$ cat config.mk
export PLATFORM = sky130hd
export DESIGN_NAME = pipe_hazard_ctrl_flat
export DESIGN_NICKNAME = d
export VERILOG_FILES = /design/src/rtl/pipe_hazard_ctrl_pkg.sv /design/src/rtl/pipe_hazard_ctrl_if.sv /design/src/rtl/pipe_hazard_ctrl_load_use.sv /design/src/rtl/pipe_hazard_ctrl.sv /design/src/flat_wrapper.sv
export SDC_FILE = /design/constraint.sdc
export NUM_CORES = 1
export LEC_CHECK = 0
export ABC_AREA = 1
export BUFFER_PORTS_ARGS = -buffer_cell sky130_fd_sc_hd__buf_2
export CAP_MARGIN = 10
export CORE_MARGIN = 2
export CORE_UTILIZATION = 49
export DETAILED_ROUTE_END_ITERATION = 8
export HOLD_SLACK_MARGIN = 0.1
export PLACE_DENSITY = 0.76
export SLEW_MARGIN = 20
export SYNTH_ARGS = -nofsm -noshare
export SYNTH_HDL_FRONTEND = slang
export SYNTH_HIERARCHICAL = 1
export SYNTH_SLANG_ARGS = --single-unit
$ cat constraint.sdc
create_clock -name clk -period 1.95 [get_ports clk]
set_input_delay 0.2925 -clock clk [delete_from_list [all_inputs] [get_ports clk]]
set_output_delay 0.2925 -clock clk [all_outputs]
set_load 0.05 [all_outputs]
$ cat src/rtl/pipe_hazard_ctrl_pkg.sv
// Shared types for the pipeline hazard sequencer and the stage-register modules.
//   pctl_state_e : sequencer FSM state encoding
//   stage_ctl_t  : per-stage load-enable / bubble-insert control pair
package pipe_ctrl_pkg;

   typedef enum logic [1:0] {
      RUN       = 2'd0,
      DMEM_WAIT = 2'd1,
      ERR       = 2'd2
   } pctl_state_e;

   typedef struct packed {
      logic en;
      logic flush;
   } stage_ctl_t;

endpackage

$ cat src/rtl/pipe_hazard_ctrl_if.sv
// Bundle between the pipeline datapath and the hazard sequencer.
//   master : pipeline side, drives hazard sources, receives stage controls
//   slave  : sequencer side, observes hazard sources, drives stage controls
//   Hazard sources : id_rs1/2, id_use_rs1/2, ex_rd, ex_is_load, ex_redirect,
//                    imem_ack, mem_req, dmem_ack
//   Stage controls : pc_en, if_id_en, id_ex_en, ex_mem_en, if_id_flush,
//                    id_ex_flush, mem_wb_flush, bus_err, stall_cycles
interface pipe_hazard_ctrl_if #(
   parameter int unsigned REG_AW = 5,
   parameter int unsigned CNT_W  = 32
);
   logic [REG_AW-1:0] id_rs1;
   logic [REG_AW-1:0] id_rs2;
   logic              id_use_rs1;
   logic              id_use_rs2;
   logic [REG_AW-1:0] ex_rd;
   logic              ex_is_load;
   logic              ex_redirect;
   logic              imem_ack;
   logic              mem_req;
   logic              dmem_ack;

   logic              pc_en;
   logic              if_id_en;
   logic              id_ex_en;
   logic              ex_mem_en;
   logic              if_id_flush;
   logic              id_ex_flush;
   logic              mem_wb_flush;
   logic              bus_err;
   logic [CNT_W-1:0]  stall_cycles;

   modport master (
      output id_rs1, id_rs2, id_use_rs1, id_use_rs2, ex_rd, ex_is_load,
             ex_redirect, imem_ack, mem_req, dmem_ack,
      input  pc_en, if_id_en, id_ex_en, ex_mem_en, if_id_flush, id_ex_flush,
             mem_wb_flush, bus_err, stall_cycles
   );

   modport slave (
      input  id_rs1, id_rs2, id_use_rs1, id_use_rs2, ex_rd, ex_is_load,
             ex_redirect, imem_ack, mem_req, dmem_ack,
      output pc_en, if_id_en, id_ex_en, ex_mem_en, if_id_flush, id_ex_flush,
             mem_wb_flush, bus_err, stall_cycles
   );
endinterface

$ cat src/rtl/pipe_hazard_ctrl_load_use.sv
// Load-use hazard detector: the load in EX writes a register the ID instruction reads.
//   id_rs1/id_rs2, id_use_rs1/id_use_rs2 : ID source operands and their use flags
//   ex_rd, ex_is_load                    : EX destination and load flag
//   hazard                               : one bubble is required
module load_use_detect #(
   parameter int unsigned REG_AW = 5
) (
   input  logic [REG_AW-1:0] id_rs1,
   input  logic [REG_AW-1:0] id_rs2,
   input  logic              id_use_rs1,
   input  logic              id_use_rs2,
   input  logic [REG_AW-1:0] ex_rd,
   input  logic              ex_is_load,
   output logic              hazard
);

   logic rs1_hit;
   logic rs2_hit;

   // x0 is hardwired zero, so a load targeting it never creates a dependency
   always_comb begin
      rs1_hit = id_use_rs1 && (id_rs1 == ex_rd);
      rs2_hit = id_use_rs2 && (id_rs2 == ex_rd);
      hazard  = ex_is_load && (ex_rd != '0) && (rs1_hit || rs2_hit);
   end

endmodule

$ cat src/rtl/pipe_hazard_ctrl.sv
// Central stall/flush sequencer for the 5-stage pipeline.
//   clk, reset : clock, asynchronous active-high reset
//   hz (slave) : hazard sources in; pc/if_id/id_ex/ex_mem enables, if_id/id_ex/mem_wb
//                flushes, sticky bus_err and saturating stall_cycles out
// Stage controls are combinational from state + inputs; only the FSM, the
// dmem wait counter, bus_err and the stall counter are registered.
module pipe_hazard_ctrl
   import pipe_ctrl_pkg::*;
#(
   parameter int unsigned REG_AW   = 5,
   parameter int unsigned DMEM_TMO = 64,
   parameter int unsigned CNT_W    = 32
) (
   input  logic               clk,
   input  logic               reset,
   pipe_hazard_ctrl_if.slave  hz
);

   localparam int unsigned        WAIT_W    = (DMEM_TMO > 2) ? $clog2(DMEM_TMO) : 1;
   localparam logic [WAIT_W-1:0]  WAIT_LAST = WAIT_W'(DMEM_TMO - 1);
   localparam logic [CNT_W-1:0]   CNT_MAX   = '1;

   pctl_state_e       state;
   logic [WAIT_W-1:0] wait_cnt;
   logic              bus_err_q;
   logic [CNT_W-1:0]  stall_q;

   logic              load_use_c;
   logic              dmem_stall_c;
   logic              pc_en_c;
   stage_ctl_t        if_id_c;
   stage_ctl_t        id_ex_c;
   logic              ex_mem_en_c;
   logic              mem_wb_flush_c;

   load_use_detect #(.REG_AW(REG_AW)) u_load_use (
      .id_rs1     (hz.id_rs1),
      .id_rs2     (hz.id_rs2),
      .id_use_rs1 (hz.id_use_rs1),
      .id_use_rs2 (hz.id_use_rs2),
      .ex_rd      (hz.ex_rd),
      .ex_is_load (hz.ex_is_load),
      .hazard     (load_use_c)
   );

   assign dmem_stall_c = hz.mem_req && !hz.dmem_ack;

   // Per-cycle stage control, highest priority first
   always_comb begin
      pc_en_c        = 1'b0;
      if_id_c        = '0;
      id_ex_c        = '0;
      ex_mem_en_c    = 1'b0;
      mem_wb_flush_c = 1'b0;
      if (reset || state == ERR) begin
         // everything frozen, nothing flushed
      end else if (dmem_stall_c) begin
         // MEM frozen: hold everything upstream, feed a bubble into WB;
         // redirect/load-use in EX/ID re-present after release
         mem_wb_flush_c = 1'b1;
      end else if (hz.ex_redirect) begin
         pc_en_c       = 1'b1;
         if_id_c       = '{en: 1'b1, flush: 1'b1};
         id_ex_c       = '{en: 1'b1, flush: 1'b1};
         ex_mem_en_c   = 1'b1;
      end else if (load_use_c) begin
         // hold PC and IF/ID, one bubble into EX while the load advances
         id_ex_c       = '{en: 1'b1, flush: 1'b1};
         ex_mem_en_c   = 1'b1;
      end else if (!hz.imem_ack) begin
         // no fetch data: hold PC, bubble into ID, drain downstream
         if_id_c       = '{en: 1'b1, flush: 1'b1};
         id_ex_c.en    = 1'b1;
         ex_mem_en_c   = 1'b1;
      end else begin
         pc_en_c       = 1'b1;
         if_id_c.en    = 1'b1;
         id_ex_c.en    = 1'b1;
         ex_mem_en_c   = 1'b1;
      end
   end

   // Sequencer FSM, dmem wait timer, sticky bus error and stall counter
   always_ff @(posedge clk or posedge reset) begin
      if (reset) begin
         state     <= RUN;
         wait_cnt  <= '0;
         bus_err_q <= 1'b0;
         stall_q   <= '0;
      end else begin
         if (!pc_en_c && stall_q != CNT_MAX) begin
            stall_q <= stall_q + CNT_W'(1);
         end
         case (state)
            RUN: begin
               if (dmem_stall_c) begin
                  state    <= DMEM_WAIT;
                  wait_cnt <= WAIT_W'(1);
               end
            end
            DMEM_WAIT: begin
               // an ack on the last allowed cycle still completes normally
               if (!dmem_stall_c) begin
                  state    <= RUN;
                  wait_cnt <= '0;
               end else if (wait_cnt == WAIT_LAST) begin
                  state     <= ERR;
                  bus_err_q <= 1'b1;
               end else begin
                  wait_cnt <= wait_cnt + WAIT_W'(1);
               end
            end
            ERR: begin
               // held until reset
            end
            default: begin
               state    <= RUN;
               wait_cnt <= '0;
            end
         endcase
      end
   end

   assign hz.pc_en        = pc_en_c;
   assign hz.if_id_en     = if_id_c.en;
   assign hz.if_id_flush  = if_id_c.flush;
   assign hz.id_ex_en     = id_ex_c.en;
   assign hz.id_ex_flush  = id_ex_c.flush;
   assign hz.ex_mem_en    = ex_mem_en_c;
   assign hz.mem_wb_flush = mem_wb_flush_c;
   assign hz.bus_err      = bus_err_q;
   assign hz.stall_cycles = stall_q;

endmodule

$ cat src/flat_wrapper.sv
// flat-port wrapper written by rule: the top's interface ports become plain ports
module pipe_hazard_ctrl_flat import pipe_ctrl_pkg::*;
#(
   parameter int unsigned REG_AW   = 5,
   parameter int unsigned DMEM_TMO = 64,
   parameter int unsigned CNT_W    = 32
)
  (clk, reset, hz_id_rs1, hz_id_rs2, hz_id_use_rs1, hz_id_use_rs2, hz_ex_rd, hz_ex_is_load, hz_ex_redirect, hz_imem_ack, hz_mem_req, hz_dmem_ack, hz_pc_en, hz_if_id_en, hz_id_ex_en, hz_ex_mem_en, hz_if_id_flush, hz_id_ex_flush, hz_mem_wb_flush, hz_bus_err, hz_stall_cycles);
  pipe_hazard_ctrl_if #(.REG_AW(REG_AW), .CNT_W(CNT_W)) hz_i ();
  input  logic clk;
  input  logic reset;
  input wire logic [$bits(hz_i.id_rs1)-1:0] hz_id_rs1;
  input wire logic [$bits(hz_i.id_rs2)-1:0] hz_id_rs2;
  input wire logic [$bits(hz_i.id_use_rs1)-1:0] hz_id_use_rs1;
  input wire logic [$bits(hz_i.id_use_rs2)-1:0] hz_id_use_rs2;
  input wire logic [$bits(hz_i.ex_rd)-1:0] hz_ex_rd;
  input wire logic [$bits(hz_i.ex_is_load)-1:0] hz_ex_is_load;
  input wire logic [$bits(hz_i.ex_redirect)-1:0] hz_ex_redirect;
  input wire logic [$bits(hz_i.imem_ack)-1:0] hz_imem_ack;
  input wire logic [$bits(hz_i.mem_req)-1:0] hz_mem_req;
  input wire logic [$bits(hz_i.dmem_ack)-1:0] hz_dmem_ack;
  output wire logic [$bits(hz_i.pc_en)-1:0] hz_pc_en;
  output wire logic [$bits(hz_i.if_id_en)-1:0] hz_if_id_en;
  output wire logic [$bits(hz_i.id_ex_en)-1:0] hz_id_ex_en;
  output wire logic [$bits(hz_i.ex_mem_en)-1:0] hz_ex_mem_en;
  output wire logic [$bits(hz_i.if_id_flush)-1:0] hz_if_id_flush;
  output wire logic [$bits(hz_i.id_ex_flush)-1:0] hz_id_ex_flush;
  output wire logic [$bits(hz_i.mem_wb_flush)-1:0] hz_mem_wb_flush;
  output wire logic [$bits(hz_i.bus_err)-1:0] hz_bus_err;
  output wire logic [$bits(hz_i.stall_cycles)-1:0] hz_stall_cycles;
  assign hz_i.id_rs1 = hz_id_rs1;
  assign hz_i.id_rs2 = hz_id_rs2;
  assign hz_i.id_use_rs1 = hz_id_use_rs1;
  assign hz_i.id_use_rs2 = hz_id_use_rs2;
  assign hz_i.ex_rd = hz_ex_rd;
  assign hz_i.ex_is_load = hz_ex_is_load;
  assign hz_i.ex_redirect = hz_ex_redirect;
  assign hz_i.imem_ack = hz_imem_ack;
  assign hz_i.mem_req = hz_mem_req;
  assign hz_i.dmem_ack = hz_dmem_ack;
  assign hz_pc_en = hz_i.pc_en;
  assign hz_if_id_en = hz_i.if_id_en;
  assign hz_id_ex_en = hz_i.id_ex_en;
  assign hz_ex_mem_en = hz_i.ex_mem_en;
  assign hz_if_id_flush = hz_i.if_id_flush;
  assign hz_id_ex_flush = hz_i.id_ex_flush;
  assign hz_mem_wb_flush = hz_i.mem_wb_flush;
  assign hz_bus_err = hz_i.bus_err;
  assign hz_stall_cycles = hz_i.stall_cycles;
  pipe_hazard_ctrl #(.REG_AW(REG_AW), .DMEM_TMO(DMEM_TMO), .CNT_W(CNT_W)) u_core (.clk(clk), .reset(reset), .hz(hz_i));
endmodule
==> results.sh, run 1 <==
export IMPL_status="finished, final reports clean"
export IMPL_hold_viol_final=0
export IMPL_die_area_um2=6577
export IMPL_period_minus_slack_ns=1.817
export IMPL_p_per_area_nw_per_um2=504.0
export IMPL_start_util=0.5009
export IMPL_antenna_found_initial=0
export IMPL_worst_path_max_fanout=5
export IMPL_period_share=0.9317
export IMPL_core_area_um2=5816
export IMPL_overflow=0
export IMPL_wl_per_cell_um=11.97
export IMPL_rows=28
export IMPL_final_max_slew_viol_count=0
export IMPL_crit_arrival_ns=1.52
export IMPL_drv_cap=0
export IMPL_clkLatencyLatePin_ns=0.30
export IMPL_grt_max_degree=40
export IMPL_whs_ns=0.1907
export IMPL_syn_inst=485
export IMPL_yosysTopAreaCellShare=0.3522
export IMPL_p_leak_nw=1.888
export IMPL_yosysSeqAreaShare=0.3522
export IMPL_vias=3130
export IMPL_n_antenna_cell=0
export IMPL_dr_pass1_iters=5
export IMPL_path_class="reg -> out"
export IMPL_rsz0062_at_grt="no"
export IMPL_grt_pass1_wl_um=12650
export IMPL_drive_above_1_share=0.1766
export IMPL_grt_pass1_vias=2901
export IMPL_syn_num_nets=511
export IMPL_synth_top_cell_by_area="dfrtp_1"
export IMPL_ys_top_cells_by_area="dfrtp_1 (35%), nand2_1 (31%), nor2_1 (8.5%)"
export IMPL_numCtsBuffers=5
export IMPL_clock_path_buffers=2
export IMPL_ios=64
export IMPL_p_total_w=0.001767
export IMPL_ir_drop_mv=0.3898
export IMPL_cts_root_buffer="clkbuf_8"
export IMPL_final_antenna_net_count=0
export IMPL_clk_pin_slew_ns=0.08
export IMPL_tightest_slew_ns=0.5102
export IMPL_netlist_area_um2=2913
export IMPL_end_kind="output port"
export IMPL_ys_types=25
export IMPL_die_w_um=81.10
export IMPL_totalWireLength_um=7544
export IMPL_htree_levels=2
export IMPL_drtIter0Drc=195
export IMPL_grt_total_usage=0.2455
export IMPL_fin_nets=580
export IMPL_setup_violations_final=0
export IMPL_route_detailed_drc=0
export IMPL_gp_congestion=0.9271
export IMPL_slew_headroom=0.6599
export IMPL_via_per_inst=4.968
export IMPL_fmax_ghz=0.5504
export IMPL_worstPathRequired_ns=1.66
export IMPL_syn_area_per_cell_um2=6.006
export IMPL_cts_sinks=41
export IMPL_hpwl_um=5649
export IMPL_start_kind="register"
export IMPL_synth_warnings=6
export IMPL_cts_tree="built"
export IMPL_die_y_um=81.10
export IMPL_area_growth_pct=20.40
export IMPL_min_path_type="in -> async"
export IMPL_ys_ff_latch=41
export IMPL_worst_clock_skew_ns=0.009613
export IMPL_io_buffer_count=63
sequential cells by signal (all words and copies together), names as in the netlist:
register,flops
u_core/hz.bus_err,1
u_core/hz.stall_cycles,32
u_core/state,2
u_core/wait_cnt,6
Yosys cell counts, drive strengths merged:
cell type / n
xnor2: 5
nand2: 245
buf: 6
o21ai: 14
nor3: 1
inv: 59
xor2: 7
nand4: 6
a21oi: 3
nand3: 25
dfrtp: 41
or2: 1
nor2: 68
o21a: 1
ha: 2
o2111ai: 1
cells by family after synthesis:
family	count (synthesis)	share of synthesized area
AOI/OAI and AO/OA	19	0.03479
buffers and inverters	65	0.09493
DFF	41	0.3522
xor gates and xnor gates	12	0.03608
adders and majority gates	2	0.008590
and+or+nand+nor	346	0.4734
repair_timing:
action	in CTS	in global routing
buffers inserted	0	1
endpoints found under the hold margin	2	0
setup endpoints to repair	2	4
gates resized for setup	2	3
hold buffers	1	0
pin swaps	0	0
report_power, final:
part	internal, W	total (W)	switching (W)
logic	0.0000339	0.0000945	0.0000606
clock network	0.000509	0.000824	0.000315
registers	0.000849	0.000849	0
metrics by stage:
| stage | util | area [um^2] | std cells | worst slack (ns) | TNS [ns] |
|---|---|---|---|---|---|
| 6_report | 0.6031 | 3507 | 630 | 0.1331 | 0 |
| 5_1_grt | 0.6031 | 3507 | 630 | 0.01757 | 0 |
| 4_1_cts | 0.5994 | 3486 | 629 | 0.01221 | 0 |
| 3_5_place_dp | 0.5738 | 3337 | 620 | -0.02370 | -0.1392 |
| 3_3_place_gp | 0.5738 | 3337 | 620 | 0.06060 | 0 |
| 2_1_floorplan | - | 2945 | 485 | -0.07857 | -0.07857 |
worst max-delay path, stage by stage, from the launching register on:
cell     delay (ns)
dfrtp_1        0.38
inv_2          0.06
nand2_2        0.10
nand2_2        0.09
nor2_4         0.17
o21ai_4        0.10
a21oi_4        0.12
buf_4          0.21
cells in the final DEF (no fill, tap or decap), types with 6 or more instances in the layout:
cell     netlist  final
dfrtp_1       41     39
o21ai_0       10      9
nand4_1        6      6
nand2_1      241    239
nand3_1       24     24
xor2_1         7      7
nor2_1        66     65
inv_1         55     53
buf_2          0     61
layout make-up:
class,instances,area (um^2)
Clock buffer,5,68.82
Clock inverter,3,65.06
Fill cell,584,2308
Inverter,59,227.7
Multi-Input combinational cell,379,1650
Sequential cell,41,1028
Tap cell,75,93.84
Timing Repair Buffer,68,372.9
worst paths after layout:
check / startpoint / cells past startpoint / endpoint / slack, ns
min in group clk: u_core/hz.bus_err$_DFFE_PP0P_ / 2 / u_core/hz.bus_err$_DFFE_PP0P_ / 0.47
max reg2reg: u_core/hz.stall_cycles[0]$_DFFE_PP0P_ / 10 / u_core/hz.stall_cycles[5]$_DFFE_PP0P_ / 0.26
max in group asynchronous: reset / 3 / u_core/hz.bus_err$_DFFE_PP0P_ / 1.35
max: u_core/state[0]$_DFFE_PP0P_ / 7 / hz_if_id_flush / 0.13
min: reset / 3 / u_core/wait_cnt[3]$_DFFE_PP0P_ / 0.19
min reg2reg: u_core/hz.bus_err$_DFFE_PP0P_ / 2 / u_core/hz.bus_err$_DFFE_PP0P_ / 0.47
metal layers:
metal | global-route usage | share of wire
met5 | 0 | 0
met2 | 0.4380 | 0.49
met3 | 0.04333 | 0.050
met1 | 0.3044 | 0.45
met4 | 0.06610 | 0.013
Power figures use the tool's default switching activity.
==> inputs of run 2 (changes only) <==
--- a/config.mk
+++ b/config.mk
@@ -7,12 +7,13 @@
 export LEC_CHECK = 0
 export ABC_AREA = 1
 export BUFFER_PORTS_ARGS = -buffer_cell sky130_fd_sc_hd__buf_2
-export CAP_MARGIN = 10
+export CELL_PAD_IN_SITES_DETAIL_PLACEMENT = 1
+export CELL_PAD_IN_SITES_GLOBAL_PLACEMENT = 2
 export CORE_MARGIN = 2
-export CORE_UTILIZATION = 49
+export CORE_UTILIZATION = 25
 export DETAILED_ROUTE_END_ITERATION = 8
 export HOLD_SLACK_MARGIN = 0.1
-export PLACE_DENSITY = 0.76
+export PLACE_DENSITY_LB_ADDON = 0.1
 export SLEW_MARGIN = 20
 export SYNTH_ARGS = -nofsm -noshare
 export SYNTH_HDL_FRONTEND = slang
==> results.sh, run 2 (synthesis gave the netlist of run 1 again) <==
export IMPL_status="finished, final reports clean"
export IMPL_cp_num_buf_inv=2
export IMPL_grt_pass1_vias=3267
export IMPL_hold_viol_final=0
export IMPL_fmax_ghz=0.5461
export IMPL_cp_cell_sequence="inv_2, nand2_2, nand2_2, nor2_4, o21a_2, buf_2"
export IMPL_largest_reg_flops=32
export IMPL_p_leak_nw=2.014
export IMPL_post_route_util=0.3316
export IMPL_crit_arrival_ns=1.54
export IMPL_fin_nets=602
export IMPL_period_minus_slack_ns=1.831
export IMPL_path_class="reg -> out"
export IMPL_grt_pass1_wl_um=16790
export IMPL_crit_family="flip-flops"
export IMPL_dr_pass1_iters=4
export IMPL_slew_headroom=0.7272
export IMPL_core_area_um2=11420
export IMPL_grt_total_usage=0.1696
export IMPL_layout_commonest_cell="nand2_1"
export IMPL_clock_path_buffers=2
export IMPL_grt_max_degree=28
export IMPL_start_kind="register"
export IMPL_gp_congestion=0.7434
export IMPL_overflow=0
export IMPL_die_w_um=111.9
export IMPL_die_y_um=111.9
export IMPL_worst_clock_skew_ns=0.005494
export IMPL_start_util=0.2551
export IMPL_vias=3167
export IMPL_top_layer="met4"
export IMPL_worst_path_max_fanout=5
export IMPL_min_path_type="in -> async"
export IMPL_path_common_cell="nand2_2"
export IMPL_worstPathRequired_ns=1.66
export IMPL_drive_above_1_share=0.2114
export IMPL_wl_per_cell_um=14.10
export IMPL_drv_cap=0
export IMPL_wl_met2_um=4713
export IMPL_via_per_inst=4.399
export IMPL_tightest_slew_ns=0.4076
export IMPL_final_max_slew_viol_count=0
export IMPL_regToRegSetupSlack_ns=0.18
export IMPL_cts_root_buffer="clkbuf_16"
export IMPL_ir_drop_mv=0.3098
export IMPL_cts_sinks=41
export IMPL_ios=64
export IMPL_wl_met1_um=4988
export IMPL_end_kind="output port"
export IMPL_numCtsBuffers=5
export IMPL_p_per_area_nw_per_um2=510.9
export IMPL_hpwl_um=7971
export IMPL_n_antenna_cell=0
export IMPL_drtIter0Drc=149
export IMPL_fill_cells=1543
export IMPL_die_area_um2=12530
export IMPL_rsz0062_at_grt="no"
export IMPL_setup_violations_final=0
export IMPL_clk_pin_slew_ns=0.06
export IMPL_period_share=0.9390
export IMPL_htree_levels=2
export IMPL_cp_slowest_cell="dfrtp_1"
export IMPL_io_buffer_count=63
export IMPL_whs_ns=0.1300
export IMPL_met3WireLength_um=339
export IMPL_max_stage_delay_ns=0.39
export IMPL_totalWireLength_um=10150
export IMPL_cts_tree="built"
export IMPL_layout_common_cells="nand2_1 (239), nor2_1 (64), buf_2 (61), inv_1 (52), dfrtp_1 (39)"
export IMPL_route_detailed_drc=0
export IMPL_area_growth_pct=29.98
export IMPL_final_antenna_net_count=0
export IMPL_clkLatencyLatePin_ns=0.30
export IMPL_antenna_found_initial=0
export IMPL_rows=39
[run 2: cell count changes in the layout (fill, tap and decap cells not counted), sizes merged]
cell / delta
clkbuf: +1
bufinv: -1
buf: +22
[run 2: power breakdown]
part / total [W] / internal [W] / switching, W / leakage (nW)
clock network: 0.000987 / 0.000604 / 0.000383 / 0.0808
registers: 0.000850 / 0.000850 / 0 / 0.536
logic: 0.0000975 / 0.0000359 / 0.0000616 / 1.40
[run 2: area by class of cell]
class / count / area [um^2] / share of cell area
timing repair buffer: 90 / 529.3 / 0.1398
sequential: 41 / 1028 / 0.2716
clock inverter: 2 / 35.03 / 0.009253
multi-input combinational: 379 / 1658 / 0.4379
tap: 143 / 178.9 / 0.04726
clock buffer: 6 / 128.9 / 0.03404
inverter: 59 / 227.7 / 0.06015
[run 2: worst paths after layout]
check,startpoint,to,depth (start not counted)
min,reset,u_core/hz.stall_cycles[24]$_DFFE_PP0P_,3
max,u_core/state[0]$_DFFE_PP0P_,hz_id_ex_flush,6
max in group asynchronous,reset,u_core/hz.stall_cycles[26]$_DFFE_PP0P_,4
max reg2reg,u_core/hz.stall_cycles[0]$_DFFE_PP0P_,u_core/hz.stall_cycles[5]$_DFFE_PP0P_,10
min reg2reg,u_core/hz.bus_err$_DFFE_PP0P_,u_core/hz.bus_err$_DFFE_PP0P_,2
min in group clk,u_core/hz.bus_err$_DFFE_PP0P_,u_core/hz.bus_err$_DFFE_PP0P_,2
[run 2: metal layers]
metal | global-route usage | up-vias
met4 | 0.03577 | 0
met3 | 0.03811 | 7
met1 | 0.2286 | 1468
met2 | 0.2804 | 42
met5 | 0 | -
li1 | - | 1650
[run 2: stage by stage]
step	TNS (ns)	setup WS, ns	instances	instance area, um^2	total power, W
floorplan	-0.07857	-0.07857	485	2945	0.0009142
global placement	-0.02976	-0.02966	709	3567	0.0009622
detailed placement	-1.470	-0.09853	709	3567	0.0009638
CTS	0	0.03481	718	3750	0.001975
global route	0	0.01861	720	3786	0.002013
finish	0	0.1189	720	3786	0.001934
[run 2: worst register-to-register path, stage by stage, from the launching register on]
cell,delay [ns]
dfrtp_2,0.43
ha_1,0.21
nand3_2,0.13
inv_2,0.12
nand2_2,0.09
nor2_4,0.17
nand2_2,0.08
nand2_4,0.09
buf_4,0.21
nand2_1,0.08
o21ai_1,0.08
[run 2: repair_timing]
action	in CTS	in global routing
setup buffers	0	2
pin swaps	0	1
hold buffers	1	0
endpoints found under the hold margin	17	0
gates resized for setup	3	6
endpoints found under the setup margin	2	18
